$ cat src/rtl/sfx_pkg.sv
// rtl/sfx_pkg.sv - effect ids, FSM states and the per-effect tone table
package sfx_pkg;

    typedef enum logic [1:0] {
        IDLE   = 2'd0,
        SEG0   = 2'd1,
        SEG1   = 2'd2,
        FINISH = 2'd3
    } sfx_state_e;

    localparam logic [1:0] ID_ERR    = 2'd0;
    localparam logic [1:0] ID_CDOWN  = 2'd1;
    localparam logic [1:0] ID_WORDOK = 2'd2;
    localparam logic [1:0] ID_KEY    = 2'd3;

    localparam int unsigned SIL_DIV = 1;
    localparam int unsigned DUR_W   = 8;

    // Dividers are 50_000_000 / Hz; a zero duration means the segment is absent.
    localparam int unsigned DIV0    [4] = '{151515, 47801, 75757, 47801};
    localparam int unsigned DUR0_MS [4] = '{60, 150, 40, 10};
    localparam int unsigned DIV1    [4] = '{190839, 0, 63775, 0};
    localparam int unsigned DUR1_MS [4] = '{120, 0, 40, 0};

    function automatic logic [1:0] pick_lowest(input logic [3:0] v);
        logic [1:0] r;
        r = 2'd0;
        for (int i = 3; i >= 0; i--) begin
            if (v[i]) r = 2'(i);
        end
        return r;
    endfunction

    function automatic logic [3:0] id_mask(input logic [1:0] id);
        return 4'b0001 << id;
    endfunction

endpackage

$ cat src/rtl/sfx_seg_timer.sv
// rtl/sfx_seg_timer.sv - loadable segment timer, expire marks the last cycle of a segment
module sfx_seg_timer
    import sfx_pkg::*;
#(
    parameter int unsigned CLK_PER_MS = 100000
) (
    input  logic             clk,
    input  logic             rst,
    input  logic             start,
    input  logic [DUR_W-1:0] len_ms,
    output logic             expire
);

    logic [31:0] count_q;
    logic [31:0] limit_q;
    logic        run_q;

    assign expire = run_q && (count_q == limit_q - 32'd1);

    always_ff @(posedge clk) begin
        if (rst) begin
            count_q <= '0;
            limit_q <= '0;
            run_q   <= 1'b0;
        end else if (start) begin
            count_q <= '0;
            limit_q <= 32'(len_ms) * 32'(CLK_PER_MS);
            run_q   <= (len_ms != '0);
        end else if (expire) begin
            run_q   <= 1'b0;
        end else if (run_q) begin
            count_q <= count_q + 32'd1;
        end
    end

endmodule

$ cat src/rtl/sfx_arbiter.sv
// rtl/sfx_arbiter.sv - priority arbiter and sequencer sharing note_gen between effects and music
module sfx_arbiter
    import sfx_pkg::*;
#(
    parameter int unsigned CLK_PER_MS = 100000,
    parameter int unsigned DIV_W      = 22
) (
    input  logic             clk,
    input  logic             rst,
    input  logic             en,
    input  logic [3:0]       req,
    input  logic [DIV_W-1:0] music_div_l,
    input  logic [DIV_W-1:0] music_div_r,
    output logic [DIV_W-1:0] note_div_left,
    output logic [DIV_W-1:0] note_div_right,
    output logic             sfx_active,
    output logic [1:0]       sfx_id,
    output logic             sfx_done
);

    sfx_state_e       state_q, state_d;
    logic [1:0]       cur_id_q, cur_id_d;
    logic [3:0]       pend_q, pend_d;
    logic [DIV_W-1:0] div_l_q, div_r_q;
    logic             active_q, done_q;
    logic [1:0]       id_q;

    logic             tmr_start;
    logic [DUR_W-1:0] tmr_len;
    logic             tmr_expire;
    logic [3:0]       cand;
    logic [3:0]       hi_req;
    logic [1:0]       win;

    sfx_seg_timer #(.CLK_PER_MS(CLK_PER_MS)) u_timer (
        .clk    (clk),
        .rst    (rst),
        .start  (tmr_start),
        .len_ms (tmr_len),
        .expire (tmr_expire)
    );

    always_comb begin
        state_d   = state_q;
        cur_id_d  = cur_id_q;
        pend_d    = pend_q;
        tmr_start = 1'b0;
        tmr_len   = '0;
        cand      = req | pend_q;
        hi_req    = req & (id_mask(cur_id_q) - 4'd1);
        win       = pick_lowest(cand);
        if (!en) begin
            state_d = IDLE;
            pend_d  = '0;
        end else begin
            case (state_q)
                IDLE, FINISH: begin
                    if (cand != '0) begin
                        state_d   = SEG0;
                        cur_id_d  = win;
                        pend_d    = cand & ~id_mask(win);
                        tmr_start = 1'b1;
                        tmr_len   = DUR_W'(DUR0_MS[win]);
                    end else begin
                        state_d   = IDLE;
                    end
                end
                SEG0, SEG1: begin
                    // A strictly higher-priority request drops the current effect outright.
                    if (hi_req != '0) begin
                        cur_id_d  = pick_lowest(req);
                        pend_d    = (pend_q | req) & ~id_mask(pick_lowest(req));
                        state_d   = SEG0;
                        tmr_start = 1'b1;
                        tmr_len   = DUR_W'(DUR0_MS[pick_lowest(req)]);
                    end else begin
                        pend_d = pend_q | req;
                        if (tmr_expire) begin
                            if (state_q == SEG0 && DUR1_MS[cur_id_q] != 0) begin
                                state_d   = SEG1;
                                tmr_start = 1'b1;
                                tmr_len   = DUR_W'(DUR1_MS[cur_id_q]);
                            end else begin
                                state_d   = FINISH;
                            end
                        end
                    end
                end
                default: state_d = IDLE;
            endcase
        end
    end

    always_ff @(posedge clk) begin
        if (rst) begin
            state_q  <= IDLE;
            cur_id_q <= 2'd0;
            pend_q   <= '0;
            div_l_q  <= DIV_W'(SIL_DIV);
            div_r_q  <= DIV_W'(SIL_DIV);
            active_q <= 1'b0;
            id_q     <= 2'd0;
            done_q   <= 1'b0;
        end else begin
            state_q  <= state_d;
            cur_id_q <= cur_id_d;
            pend_q   <= pend_d;
            case (state_d)
                SEG0: begin
                    div_l_q <= DIV_W'(DIV0[cur_id_d]);
                    div_r_q <= DIV_W'(DIV0[cur_id_d]);
                end
                SEG1: begin
                    div_l_q <= DIV_W'(DIV1[cur_id_d]);
                    div_r_q <= DIV_W'(DIV1[cur_id_d]);
                end
                default: begin
                    div_l_q <= music_div_l;
                    div_r_q <= music_div_r;
                end
            endcase
            active_q <= (state_d == SEG0) || (state_d == SEG1);
            id_q     <= ((state_d == SEG0) || (state_d == SEG1)) ? cur_id_d : 2'd0;
            done_q   <= (state_d == FINISH);
        end
    end

    assign note_div_left  = div_l_q;
    assign note_div_right = div_r_q;
    assign sfx_active     = active_q;
    assign sfx_id         = id_q;
    assign sfx_done       = done_q;

endmodule
$ cat config.mk
export PLATFORM = sky130hd
export DESIGN_NAME = sfx_arbiter
export DESIGN_NICKNAME = d
export VERILOG_FILES = /design/src/rtl/sfx_pkg.sv /design/src/rtl/sfx_seg_timer.sv /design/src/rtl/sfx_arbiter.sv
export SDC_FILE = /design/constraint.sdc
export NUM_CORES = 1
export LEC_CHECK = 0
export BUFFER_PORTS_ARGS = -buffer_cell sky130_fd_sc_hd__buf_2
export CORE_ASPECT_RATIO = 0.7
export CORE_MARGIN = 1.5
export CORE_UTILIZATION = 40
export DETAILED_ROUTE_END_ITERATION = 6
export GPL_ROUTABILITY_DRIVEN = 0
export HOLD_SLACK_MARGIN = 0.08
export PLACE_DENSITY = 0.68
export SETUP_SLACK_MARGIN = 0.15
export SLEW_MARGIN = 10
export SYNTH_ARGS = -nofsm -noshare
export SYNTH_HDL_FRONTEND = slang
export SYNTH_SLANG_ARGS = --single-unit
$ cat constraint.sdc
create_clock -name clk -period 8.3 [get_ports clk]
set_input_delay 1.66 -clock clk [delete_from_list [all_inputs] [get_ports clk]]
set_output_delay 1.66 -clock clk [all_outputs]
set_load 0.1 [all_outputs]
---- Word level (Yosys, flattened, before mapping) ----
Index checks and enable logic that the tools add are counted.
word-level totals
  register bits ........................... 109
  bits of input ports ..................... 51
  output and inout port bits .............. 48
  word-level logic and storage cells ...... 113
operators by class
  add/sub/neg operators ................... 3
  multiply operators ...................... 1
  $lt $le $gt $ge ......................... 4
  eq/ne operators ......................... 8
  shift operators ......................... 3
  multiplexer cells ....................... 55
  bitwise logic cells ..................... 13
  reduce and logical (&&, ||, !) cells .... 15
operators with widths
  operator                 number
  $bmux W32 S2             5
  $mux W22                 4
  $pmux W22 S2             2
  $mux W8                  9
  $mux W32                 2
  $mux W2                  17
  $add A32 B1 Y32 const B  1
  $eq A32 B32 Y1           1
  $reduce_bool A32 Y1      1
  $sub A25 B1 Y26 const B  1
  $mul A8 B12 Y20 const B  1
  $pmux W8 S2              1
  $and A4 B4 Y4            3
  $ge A3 B3 Y1 const B     4
  $not A2 Y3               4
  $shl A1 B2 Y4 const A    3
  $reduce_or A2 Y1         5
  $mux W1                  9
  $eq A2 B2 Y1 const B     4
  $mux W4                  2
  $not A4 Y4               2
  $pmux W2 S2              2
  $pmux W4 S2              1
  $reduce_bool A4 Y1       2
  other kinds (12)         16

---- Longest topological paths before layout ----
Gate-level depths: netlist of the first run.
  depth after elaboration ................. 16
  mapped depth ............................ 27
  mapped depth without buffers ............ 25

---- Cells and area by module ----
Synthesis of the first run repeated with hierarchy kept, for this count alone.
unflattened totals
  cells, all modules ...................... 796
  area, all modules ....................... 6965.4 sq um
by module, submodules not included
  module         instances  cells each  area an instance (sq um)  sequential area each (sq um)
  sfx_seg_timer  1          556         4727.0                    1061.0
  sfx_arbiter    1          240         2238.4                    1121.1

---- Least setup slack after synthesis of the first run ----
Ideal clock, no wire load.
  path type ............................... register to register
  from .................................... register u_timer.limit_q[6]
  to ...................................... register u_timer.limit_q[24]
  library setup time ...................... 0.086 ns
  arrival ................................. 6.601 ns
  setup slack ............................. 1.614 ns
  cell stages (with the launch flop) ...... 24
  path buffers ............................ 1
  cell sequence ........................... dfxtp_1 inv_1 ha_1 or4b_1 clkbuf_1 nand4b_1 a211o_1 a211oi_1 and4_1 nand4_2 o41ai_1 ha_1 ha_1 fa_1 ha_1 ha_1 a21o_1 a311oi_1 a21oi_1 a41o_1 o41ai_1 o21ai_0 xnor2_1 a211oi_1
between the ends
  cells in the longest elaborated chain, start to end .. 8
ends and longest elaborated chain
  element                  RTL line             RTL
  from (decl)              sfx_seg_timer.sv:15  logic [31:0] limit_q;
  from (signal assigned)   sfx_seg_timer.sv:27  limit_q <= 32'(len_ms) * 32'(CLK_PER_MS);
  $sub A25 B1 Y26 (*)      sfx_seg_timer.sv:18  assign expire = run_q && (count_q == limit_q - 32'd1);
  $eq A32 B32 Y1 (*)       sfx_seg_timer.sv:18
  $logic_and A1 B1 Y1 (*)  sfx_seg_timer.sv:18
  $mux W8                  sfx_arbiter.sv:78    if (tmr_expire) begin
  $mux W8                  sfx_arbiter.sv:70    if (hi_req != '0) begin
  $pmux W8 S2              sfx_arbiter.sv:56    case (state_q)
  $mux W8                  sfx_arbiter.sv:52    if (!en) begin
  $mul A8 B12 Y20          sfx_seg_timer.sv:27
Mark *: on every way between the ends. The rest lies on a longest branch, timed or not.
A chain may end at the register's enable or synchronous reset.

---- Worst setup path in the final report of the first run ----
Same ends and word-level chain as after synthesis.

==> results of run 1 <==
## registers in the layout, summed over array words and instances (netlist names)
| name | count |
|---|---|
| note_div_left | 22 |
| state_q | 2 |
| u_timer.limit_q | 19 |
| pend_q | 4 |
| sfx_active | 1 |
| note_div_right | 22 |
| u_timer.run_q | 1 |
| sfx_id | 2 |
| cur_id_q | 2 |
| u_timer.count_q | 32 |
| sfx_done | 1 |
## stage by stage
stage,utilization (%),cell area (um^2),hold slack (ns),setup slack (ns)
finish,46.8,7650,0.504,0.961
global route,46.8,7650,0.531,0.398
CTS,46.8,7650,0.509,1.00
detailed placement,45.0,7350,0.495,1.05
global placement,45.0,7350,0.486,1.32
floorplan,-,6700,0.466,1.61
## kinds of logic after synthesis
| kind of cell | Yosys count |
|---|---|
| fa+ha+maj | 65 |
| mux | 4 |
| simple gates | 271 |
| buf+inv | 75 |
| flops | 108 |
| compound gates | 220 |
| xor+xnor | 34 |
## worst min-delay path, delay by kind of cell (launching register included)
kind	cells	cell delay [ns]
compound gates	2	0.13
flops	1	0.33
## layout make-up
class	count	area, um^2
Clock buffer	10	239
Clock inverter	6	62.6
Fill cell	1610	8690
Inverter	36	135
Multi-Input combinational cell	594	4220
Sequential cell	108	2160
Tap cell	225	282
Timing Repair Buffer	107	558
## power breakdown
| group | switching [uW] | leakage (uW) | total [uW] | internal (uW) |
|---|---|---|---|---|
| combinational | 337 | 0.00238 | 507 | 170 |
| sequential | 30.0 | 0.000884 | 579 | 549 |
| clock | 219 | 0.000149 | 441 | 221 |
| total | 586 | 0.00341 | 1530 | 940 |
## synth_stat cells (5+ instances only)
cell type	instances	share of area, %
and3_1	10	0.93
clkbuf_1	26	1.5
and2_1	17	1.6
a211oi_1	9	1.0
nand2_1	64	3.6
and4_1	6	0.78
ha_1	58	11
a21oi_1	58	4.3
o41ai_1	8	1.0
nor3_1	20	1.5
o21ai_0	35	2.6
xor2_1	7	0.92
a21o_1	27	3.0
nand3_1	22	1.6
a31oi_1	7	0.65
or4_1	11	1.2
or2_2	5	0.47
nor4_1	9	0.84
fa_1	7	2.1
nor2_1	35	2.0
or3_1	27	2.5
buf_2	7	0.52
dfxtp_1	108	32
inv_1	36	2.0
nand4_1	14	1.3
xnor2_1	27	3.5
o211ai_1	32	3.6
o31ai_1	10	1.1
## worst min path at each step
stage	startpoint	to	cells after the start
global route	u_timer.count_q[31]$_SDFFE_PP0P_	u_timer.count_q[31]$_SDFFE_PP0P_	2
CTS	u_timer.count_q[1]$_SDFFE_PP0P_	u_timer.count_q[1]$_SDFFE_PP0P_	2
finish	u_timer.count_q[1]$_SDFFE_PP0P_	u_timer.count_q[1]$_SDFFE_PP0P_	2
detailed placement	u_timer.count_q[1]$_SDFFE_PP0P_	u_timer.count_q[1]$_SDFFE_PP0P_	2
global placement	u_timer.count_q[1]$_SDFFE_PP0P_	u_timer.count_q[1]$_SDFFE_PP0P_	2
floorplan	u_timer.count_q[31]$_SDFFE_PP0P_	u_timer.count_q[31]$_SDFFE_PP0P_	2
## per-layer routing
layer / up-vias / track usage (%) / wire [um]
met1: 2810 / 29.3 / 8710
li1: 3054 / - / -
met5: - / 0 / 0
met2: 194 / 29.1 / 6960
met4: 0 / 4.34 / 164
met3: 15 / 5.63 / 1280
==> out/metrics.cfg, run 1 <==
[status]
status=complete, no violations

[global_route]
grt_pass1_wl_mm=28.2
grt_max_degree=59
antenna_found_initial=0
grt_pass1_vias=5709
grt_overflow=0
grt_usage_pct=20.1

[pwr]
p_total_uw=1530
leakage_uw=0.00341
p_per_area_nw_per_um2=199
irDropWorstVdd_v=0.000131

[cells_and_area]
diodes=0
area_growth_pct=14.3
layout_common_cells=dfxtp_1, buf_2, nand2_1, a21oi_1, ha_1
final_common_cell=dfxtp_1
drive_gt1_share_pct=16.5
layout.nets=972
fin_cells=1086

[critical_path]
worstSetupStartpointType=register
cp_num_cells=27
r2r_slack_ns=0.96
worst_ep_arrival_time_ns=7.61
worstSetupEndpointType=register
timing.rr.end=u_timer.limit_q[24]$_SDFFE_PP0P_
crit_type=reg2reg
path_buf_inv=4
path_max_fanout=15
cpPeakStageDelay_ns=0.61
r2r-start=u_timer.limit_q[6]$_SDFFE_PP0P_
worstRegToRegCells=27
crit_path_start=u_timer.limit_q[6]$_SDFFE_PP0P_
crit_required_ns=8.57
cp_slowest_cell=or4b_1
critical_path.top_delay_family=compound AO/OA/AOI/OAI gates
crit_top_cell=ha_1
crit_path_end=u_timer.limit_q[24]$_SDFFE_PP0P_

[logic_synthesis]
ys_seq_area_share_pct=32.3
synth-adder-area-share_pct=12.9
synth_nets=893
synth_edf_count=0
ys_warn_count=0
synth.avg_cell_area_um2=8.62
synth_top_family_by_area=simple AND/OR/NAND/NOR gates
synthCells=777
ys_seq_elements=108
async_flop_share_pct=0
syn_area_um2=6700
synth_xor_area_share_pct=4.45
synth-simple-area-share_pct=22.8
ys.flop_type=dfxtp_1
synth_compound_area_share_pct=22.1
synth.distinct_cells=69
synth_mux_area_share_pct=0.598

[drt]
drtPass1Iterations=5
drc_errors=0
final_antenna_net_count=0
routed_wl_mm=17.1
vias=6073
wl_per_cell_um=15.8
first_iter_violations=442
viasPerCell=5.59

[place]
dp_cells=1070
hpwl_mm=13.1
io_buffers=98

[die]
start_util_pct=41.0
fp.dieH_um=111
die_area_um2=17500
core_area_um2=16300
rows=39
io_pins=99
die_w_um=158

[clock_tree]
numCtsBuffers=9
cts_setup_buffers=0
insertion_delay_ns=0.36
cts_tree=built
hold_buffers=0
htreeDepth=3
cts_resized=0
cts.sinks=108
clockBufferDepth=2
clk_pin_slew_worst_paths_ns=0.08
ctsRootBufferMaster=clkbuf_16

[timing]
rsz0062_at_grt=no
fin_crit_ns=7.34
finalClockSkew_ns=0.0139
maxSlewViolCount=0
hold_viol_final=0
worstMarginPinSlew_ns=1.04
finalSetupViolCount=0
maxSlewHeadroom_pct=30.8
post-route-period-util_pct=88.4
fin_tns_setup_ns=0
timing.fmax_mhz=136

[hold_path]
hold_path_class=reg2reg

[run]
max-cap-violations=0

Power figures use the tool's default switching activity.
==> run 2, diff against run 1 <==
Clock period 8.3 ns to 9 ns, I/O delays scaled along.
==> run 2 against run 1 <==
Net effect: sequential power shrank 7.9%; fmax grew 3.1%; critical endpoint is now u_timer.limit_q[23]$_SDFFE_PP0P_; clock-buffer cell count is the same; hold slack lost 0.0046 ns; critical path type unchanged; critical path depth shrank 3; highest routed layer unchanged; design area shrank 0.21%; die area is the same; register-to-register slack gained 0.92 ns.
==> out/metrics.cfg, run 2 (synthesis gave the netlist of run 1 again) <==
[status]
status=complete, no violations

[critical_path]
worstSetupStartpointType=register
crit_type=reg2reg
critical_path.top_delay_family=simple AND/OR/NAND/NOR gates
crit_top_cell=ha_1
path_max_fanout=31  ; +16
cp_slowest_cell=or4b_1
crit_required_ns=9.25  ; +0.68 ns
cpPeakStageDelay_ns=0.60  ; about the same
worst_ep_arrival_time_ns=7.37  ; -0.24 ns
worstSetupEndpointType=register
path_buf_inv=3  ; -1
path_cells=inv_1 > ha_1 > or4b_1 > nand4b_1 > a211o_1 > a211oi_1 > and4_1 > nand4_2 > buf_4 > o41ai_4 > inv_1 > ha_1 > ha_1 > fa_1 > ha_1 > ha_1 > a21oi_1 > a21oi_1 > nor4_1 > nor2_1 > and4_1 > o31a_1 > o21a_1 > o41ai_1

[timing]
maxSlewViolCount=0  ; unchanged
fin_tns_setup_ns=0  ; unchanged
rsz0062_at_grt=no
hold_viol_final=0  ; unchanged
worst_slack_ns=1.88  ; +0.922 ns
finalSetupViolCount=0  ; unchanged
finalClockSkew_ns=0.0110  ; -0.00289 ns
fin_crit_ns=7.12  ; -0.222 ns
post-route-period-util_pct=79.1  ; -9.3 points
worstMarginPinSlew_ns=0.894  ; -0.143 ns
timing.fmax_mhz=141  ; +3.1%
maxSlewHeadroom_pct=39.8  ; +8.9 points

[cells_and_area]
diodes=0  ; unchanged
fin_area_um2=7640  ; -0.21%
area_growth_pct=14.0
largest_reg_flops=32  ; unchanged
layout.nets=972  ; unchanged
final_common_cell=dfxtp_1
fin_util_pct=46.7  ; -0.099 points
drive_gt1_share_pct=16.4  ; -0.12 points
top_register=u_timer.count_q
fin_cells=1086  ; unchanged
layout_common_cells=dfxtp_1, buf_2, nand2_1, a21oi_1, ha_1
n_fill_cell=1612  ; +0.12%

[clock_tree]
cts_tree=built
insertion_delay_ns=0.36  ; about the same
cts_setup_buffers=0  ; unchanged
cts_resized=0  ; unchanged
numCtsBuffers=9  ; unchanged
cts.sinks=108  ; unchanged
clockBufferDepth=2  ; unchanged
htreeDepth=3  ; unchanged
clk_pin_slew_worst_paths_ns=0.07  ; about the same
hold_buffers=0  ; unchanged
ctsRootBufferMaster=clkbuf_16

[pwr]
p_sw_uw=538  ; -8.2%
pwr-share-clk_pct=28.0  ; -0.9 points
p_sw_share_pct=38.5  ; +0.11 points
comb_power_share_pct=33.8  ; +0.6 points
seqPwrFrac_pct=38.2  ; +0.3 points
leakage_uw=0.00340  ; -0.34%
p_per_area_nw_per_um2=183  ; -8.3%
irDropWorstVdd_v=0.000119  ; -8.5%
p_int_uw=859  ; -8.7%

[drt]
final_antenna_net_count=0  ; unchanged
first_iter_violations=443  ; +0.23%
viasPerCell=5.64  ; +0.79%
vias=6121  ; +0.79%
wl_per_cell_um=15.9  ; +1.2%
drtPass1Iterations=5  ; unchanged
drc_errors=0  ; unchanged
routed_wl_mm=17.3  ; +1.2%

[place]
hpwl_mm=13.2  ; +1.3%
dp_cells=1070  ; unchanged
pre_cts_slack_ns=1.94  ; +0.882 ns
io_buffers=98  ; unchanged
placed_cell_area_um2=7350  ; unchanged

[global_route]
antenna_found_initial=0  ; unchanged
grt_pass1_vias=5648  ; -1.1%
grt_overflow=0  ; unchanged
grt_usage_pct=20.1  ; +0.028 points
grt_max_degree=59  ; unchanged
grt_pass1_wl_mm=28.4  ; +0.69%

[die]
core_area_um2=16300  ; unchanged
rows=39  ; unchanged
io_pins=99  ; unchanged
fp.dieH_um=111  ; unchanged
start_util_pct=41.0  ; unchanged
die_w_um=158  ; unchanged
die_area_um2=17500  ; unchanged

[run]
max-cap-violations=0  ; unchanged

[hold_path]
hold_path_class=reg2reg

run 2: cell count changes in the layout (fill, tap and decap cells not counted), sizes merged:
cell | before | now
clkinvlp | 0 | 1
inv | 41 | 40
run 2: worst paths after layout:
| path | startpoint | end | slack [ns] | cells after the start |
|---|---|---|---|---|
| setup reg to reg | u_timer.limit_q[6]$_SDFFE_PP0P_ | u_timer.limit_q[23]$_SDFFE_PP0P_ | 1.88 | 24 |
| hold reg to reg | u_timer.count_q[1]$_SDFFE_PP0P_ | u_timer.count_q[1]$_SDFFE_PP0P_ | 0.50 | 2 |
| setup / recovery | u_timer.limit_q[6]$_SDFFE_PP0P_ | u_timer.limit_q[23]$_SDFFE_PP0P_ | 1.88 | 24 |
| hold / removal | u_timer.count_q[1]$_SDFFE_PP0P_ | u_timer.count_q[1]$_SDFFE_PP0P_ | 0.50 | 2 |
run 2: routing by layer:
layer | part of all wire, % | global-route usage, % | up-vias
met3 | 8.3 | 5.71 | 14
met2 | 40 | 27.9 | 217
li1 | - | - | 3056
met1 | 51 | 30.2 | 2834
met5 | 0 | 0 | -
met4 | 0.87 | 4.47 | 0
run 2: power groups by stage:
stage	clock, uW	sequential (uW)	combinational, uW
after floorplan	0	645	268
after global placement	0	544	463
after detailed placement	0	544	467
after CTS	403	533	469
after global routing	422	538	514
final	391	533	473
run 2: metrics by stage:
step | hold slack [ns] | power [uW]
6_report | 0.499 | 1400
5_1_grt | 0.524 | 1470
4_1_cts | 0.501 | 1410
3_5_place_dp | 0.489 | 1010
3_3_place_gp | 0.487 | 1010
2_1_floorplan | 0.466 | 913
run 2: worst register-to-register path: cells and delay by family (launching register included):
kind / cells / cell delay [ns]
fa+ha+maj: 6 / 2.06
simple gates: 7 / 2.08
buf+inv: 3 / 0.45
flops: 1 / 0.35
compound gates: 8 / 2.08
run 2: area by class of cell:
class / instances / area [um^2] / share of cell area, %
multi-input cells: 594 / 4220 / 55.2
flip-flops and latches: 108 / 2160 / 28.3
repair buffers: 107 / 558 / 7.31
well taps: 225 / 282 / 3.69
clock buffers: 10 / 229 / 3.00
inverters: 36 / 135 / 1.77
clock inverters: 6 / 56.3 / 0.737
==> run 3, diff against run 2 <==
Settings changed: PLACE_DENSITY 0.68 to 0.71.
Clock period 9 ns to 6.05 ns, I/O delays scaled along.
==> run 3 against run 2 <==
Net effect: hold slack worse by 0.0019 ns; design area is 12% higher; largest power group is now combinational logic; clock skew is 0.0037 ns higher; clock power is 65% higher; total power is 68% higher; non-clock buffer count is 67 higher; register-to-register slack worse by 1.9 ns.
==> out/metrics.cfg, run 3 (synthesis gave the netlist of run 1 again) <==
[cells_and_area]
largest_reg_flops=32  ; unchanged
fin_util_pct=52.4  ; +5.7 points
final_common_cell=dfxtp_1
area_growth_pct=27.8
layout.nets=1039  ; +6.9%
top_register=u_timer.count_q
diodes=0  ; unchanged
drive_gt1_share_pct=28.1  ; +12 points
layout_common_cells=dfxtp_1, buf_2, buf_4, nand2_1, a21oi_1

[clock_tree]
ctsRootBufferMaster=clkbuf_16
hold_buffers=0  ; unchanged
cts_tree=built
insertion_delay_ns=0.36  ; about the same
htreeDepth=3  ; unchanged
cts.sinks=108  ; unchanged
clockBufferDepth=2  ; unchanged
numCtsBuffers=9  ; unchanged
clk_pin_slew_worst_paths_ns=0.08  ; about the same

[die]
io_pins=99  ; unchanged
fp.dieH_um=111  ; unchanged
rows=39  ; unchanged
start_util_pct=41.0  ; unchanged
die_w_um=158  ; unchanged
core_area_um2=16300  ; unchanged
die_area_um2=17500  ; unchanged

[drt]
wl_per_cell_um=16.0  ; +0.55%
drc_errors=0  ; unchanged
drtPass1Iterations=5  ; unchanged
vias=6476  ; +5.8%
routed_wl_mm=18.5  ; +6.8%
viasPerCell=5.62  ; -0.35%
final_antenna_net_count=0  ; unchanged
first_iter_violations=408  ; -7.9%

[status]
status=complete, no violations

[critical_path]
worstSetupEndpointType=register
crit_type=reg2reg
crit_path_start=u_timer.limit_q[17]$_SDFFE_PP0P_
crit_required_ns=6.27  ; -2.98 ns
worstRegToRegCells=23  ; -4.2%
r2r_slack_ns=0.02  ; -1.86 ns
path_max_fanout=3  ; -90%
timing.rr.end=u_timer.limit_q[24]$_SDFFE_PP0P_
worstSetupStartpointType=register
crit_path_end=u_timer.limit_q[24]$_SDFFE_PP0P_
r2r-start=u_timer.limit_q[17]$_SDFFE_PP0P_
worst_ep_arrival_time_ns=6.24  ; -1.13 ns

[global_route]
antenna_found_initial=0  ; unchanged
grt_usage_pct=21.7  ; +1.6 points
grt_overflow=0  ; unchanged
grt_pass1_wl_mm=30.6  ; +7.9%
grt_max_degree=59  ; unchanged
grt_pass1_vias=6294  ; +11%

[timing]
post-route-period-util_pct=99.6  ; +21 points
timing.fmax_mhz=166  ; +18%
maxSlewHeadroom_pct=34.4  ; -5.4 points
finalSetupViolCount=0  ; unchanged
fin_tns_setup_ns=0  ; unchanged
maxSlewViolCount=0  ; unchanged
finalClockSkew_ns=0.0147  ; +0.00366 ns
rsz0062_at_grt=yes
worstMarginPinSlew_ns=0.984  ; +0.0900 ns
fin_crit_ns=6.03  ; -1.09 ns
hold_viol_final=0  ; unchanged

[pwr]
irDropWorstVdd_v=0.000192  ; +61%
leakage_uw=0.00385  ; +13%
p_per_area_nw_per_um2=274  ; +50%

[hold_path]
hold_path_class=reg2reg

[place]
hpwl_mm=13.7  ; +3.6%
io_buffers=98  ; unchanged

[run]
max-cap-violations=0  ; unchanged

==> run 3: cell types whose count changed in the layout (fill, tap and decap cells not counted), sizes merged <==
| cell | delta |
|---|---|
| clkbuf | -1 |
| clkinvlp | -1 |
| buf | +67 |
| clkinv | +1 |
| bufinv | +1 |
==> run 3: what timing repair did <==
action / CTS / global route
resized for setup: 39 / 15
pin swaps: 14 / 10
setup endpoints to repair: 5 / 8
setup buffers: 6 / 4
==> run 3: power by group <==
group | switching (uW) | total [uW] | internal, uW | leakage (uW)
Clock | 308 | 646 | 338 | 0.000160
Combinational | 553 | 917 | 365 | 0.00280
Sequential | 29.3 | 783 | 753 | 0.000885
==> run 3: critical path: stages (launching register included) <==
cell and delay (ns):
dfxtp_2 0.33, or4_4 0.53, or3_4 0.38, a211o_1 0.29
a211oi_2 0.19, and4_4 0.28, nand4_4 0.17, buf_6 0.17
o41ai_4 0.20, ha_1 0.30, ha_1 0.28, inv_1 0.04
fa_1 0.47, fa_1 0.53, inv_2 0.06, ha_4 0.15
a21o_1 0.17, a311oi_2 0.27, a21oi_2 0.12, a41o_1 0.22
o41ai_2 0.25, o21ai_1 0.14, xnor2_1 0.23, a211oi_2 0.11
==> run 3: worst min-delay path by stage <==
stage	start	to	cells past startpoint
after floorplan	u_timer.count_q[31]$_SDFFE_PP0P_	u_timer.count_q[31]$_SDFFE_PP0P_	2
after global placement	u_timer.count_q[1]$_SDFFE_PP0P_	u_timer.count_q[1]$_SDFFE_PP0P_	2
after detailed placement	u_timer.count_q[1]$_SDFFE_PP0P_	u_timer.count_q[1]$_SDFFE_PP0P_	2
after CTS	u_timer.count_q[1]$_SDFFE_PP0P_	u_timer.count_q[1]$_SDFFE_PP0P_	2
after global routing	u_timer.count_q[0]$_SDFFE_PP0P_	u_timer.count_q[0]$_SDFFE_PP0P_	2
final	u_timer.count_q[0]$_SDFFE_PP0P_	u_timer.count_q[0]$_SDFFE_PP0P_	2
==> run 3: cell type report <==
class / count / area [um^2]
tap: 225 / 282
clock inverter: 7 / 103
fill: 1501 / 7780
clock buffer: 9 / 225
timing repair buffer: 174 / 1080
multi-input combinational: 594 / 4580
inverter: 36 / 135
sequential: 108 / 2170
==> run 3: metrics by stage <==
stage	total power (uW)	hold WS, ns	setup WS [ns]	area (um^2)	cells
5_1_grt	2470	0.537	-0.178	8560	1153
3_5_place_dp	1630	0.490	-0.312	7870	1127
2_1_floorplan	1380	0.466	0.108	6790	777
6_report	2350	0.498	0.0249	8560	1153
4_1_cts	2330	0.502	0.0417	8470	1149
3_3_place_gp	1620	0.485	-0.0783	7870	1127
==> run 3: per-layer routing <==
| layer | global-route usage, % | share of wire, % | vias up |
|---|---|---|---|
| met3 | 6.84 | 8.1 | 19 |
| met4 | 4.91 | 1.1 | 0 |
| met2 | 33.0 | 43 | 227 |
| met5 | 0 | 0 | - |
| li1 | - | - | 3186 |
| met1 | 29.7 | 47 | 3044 |
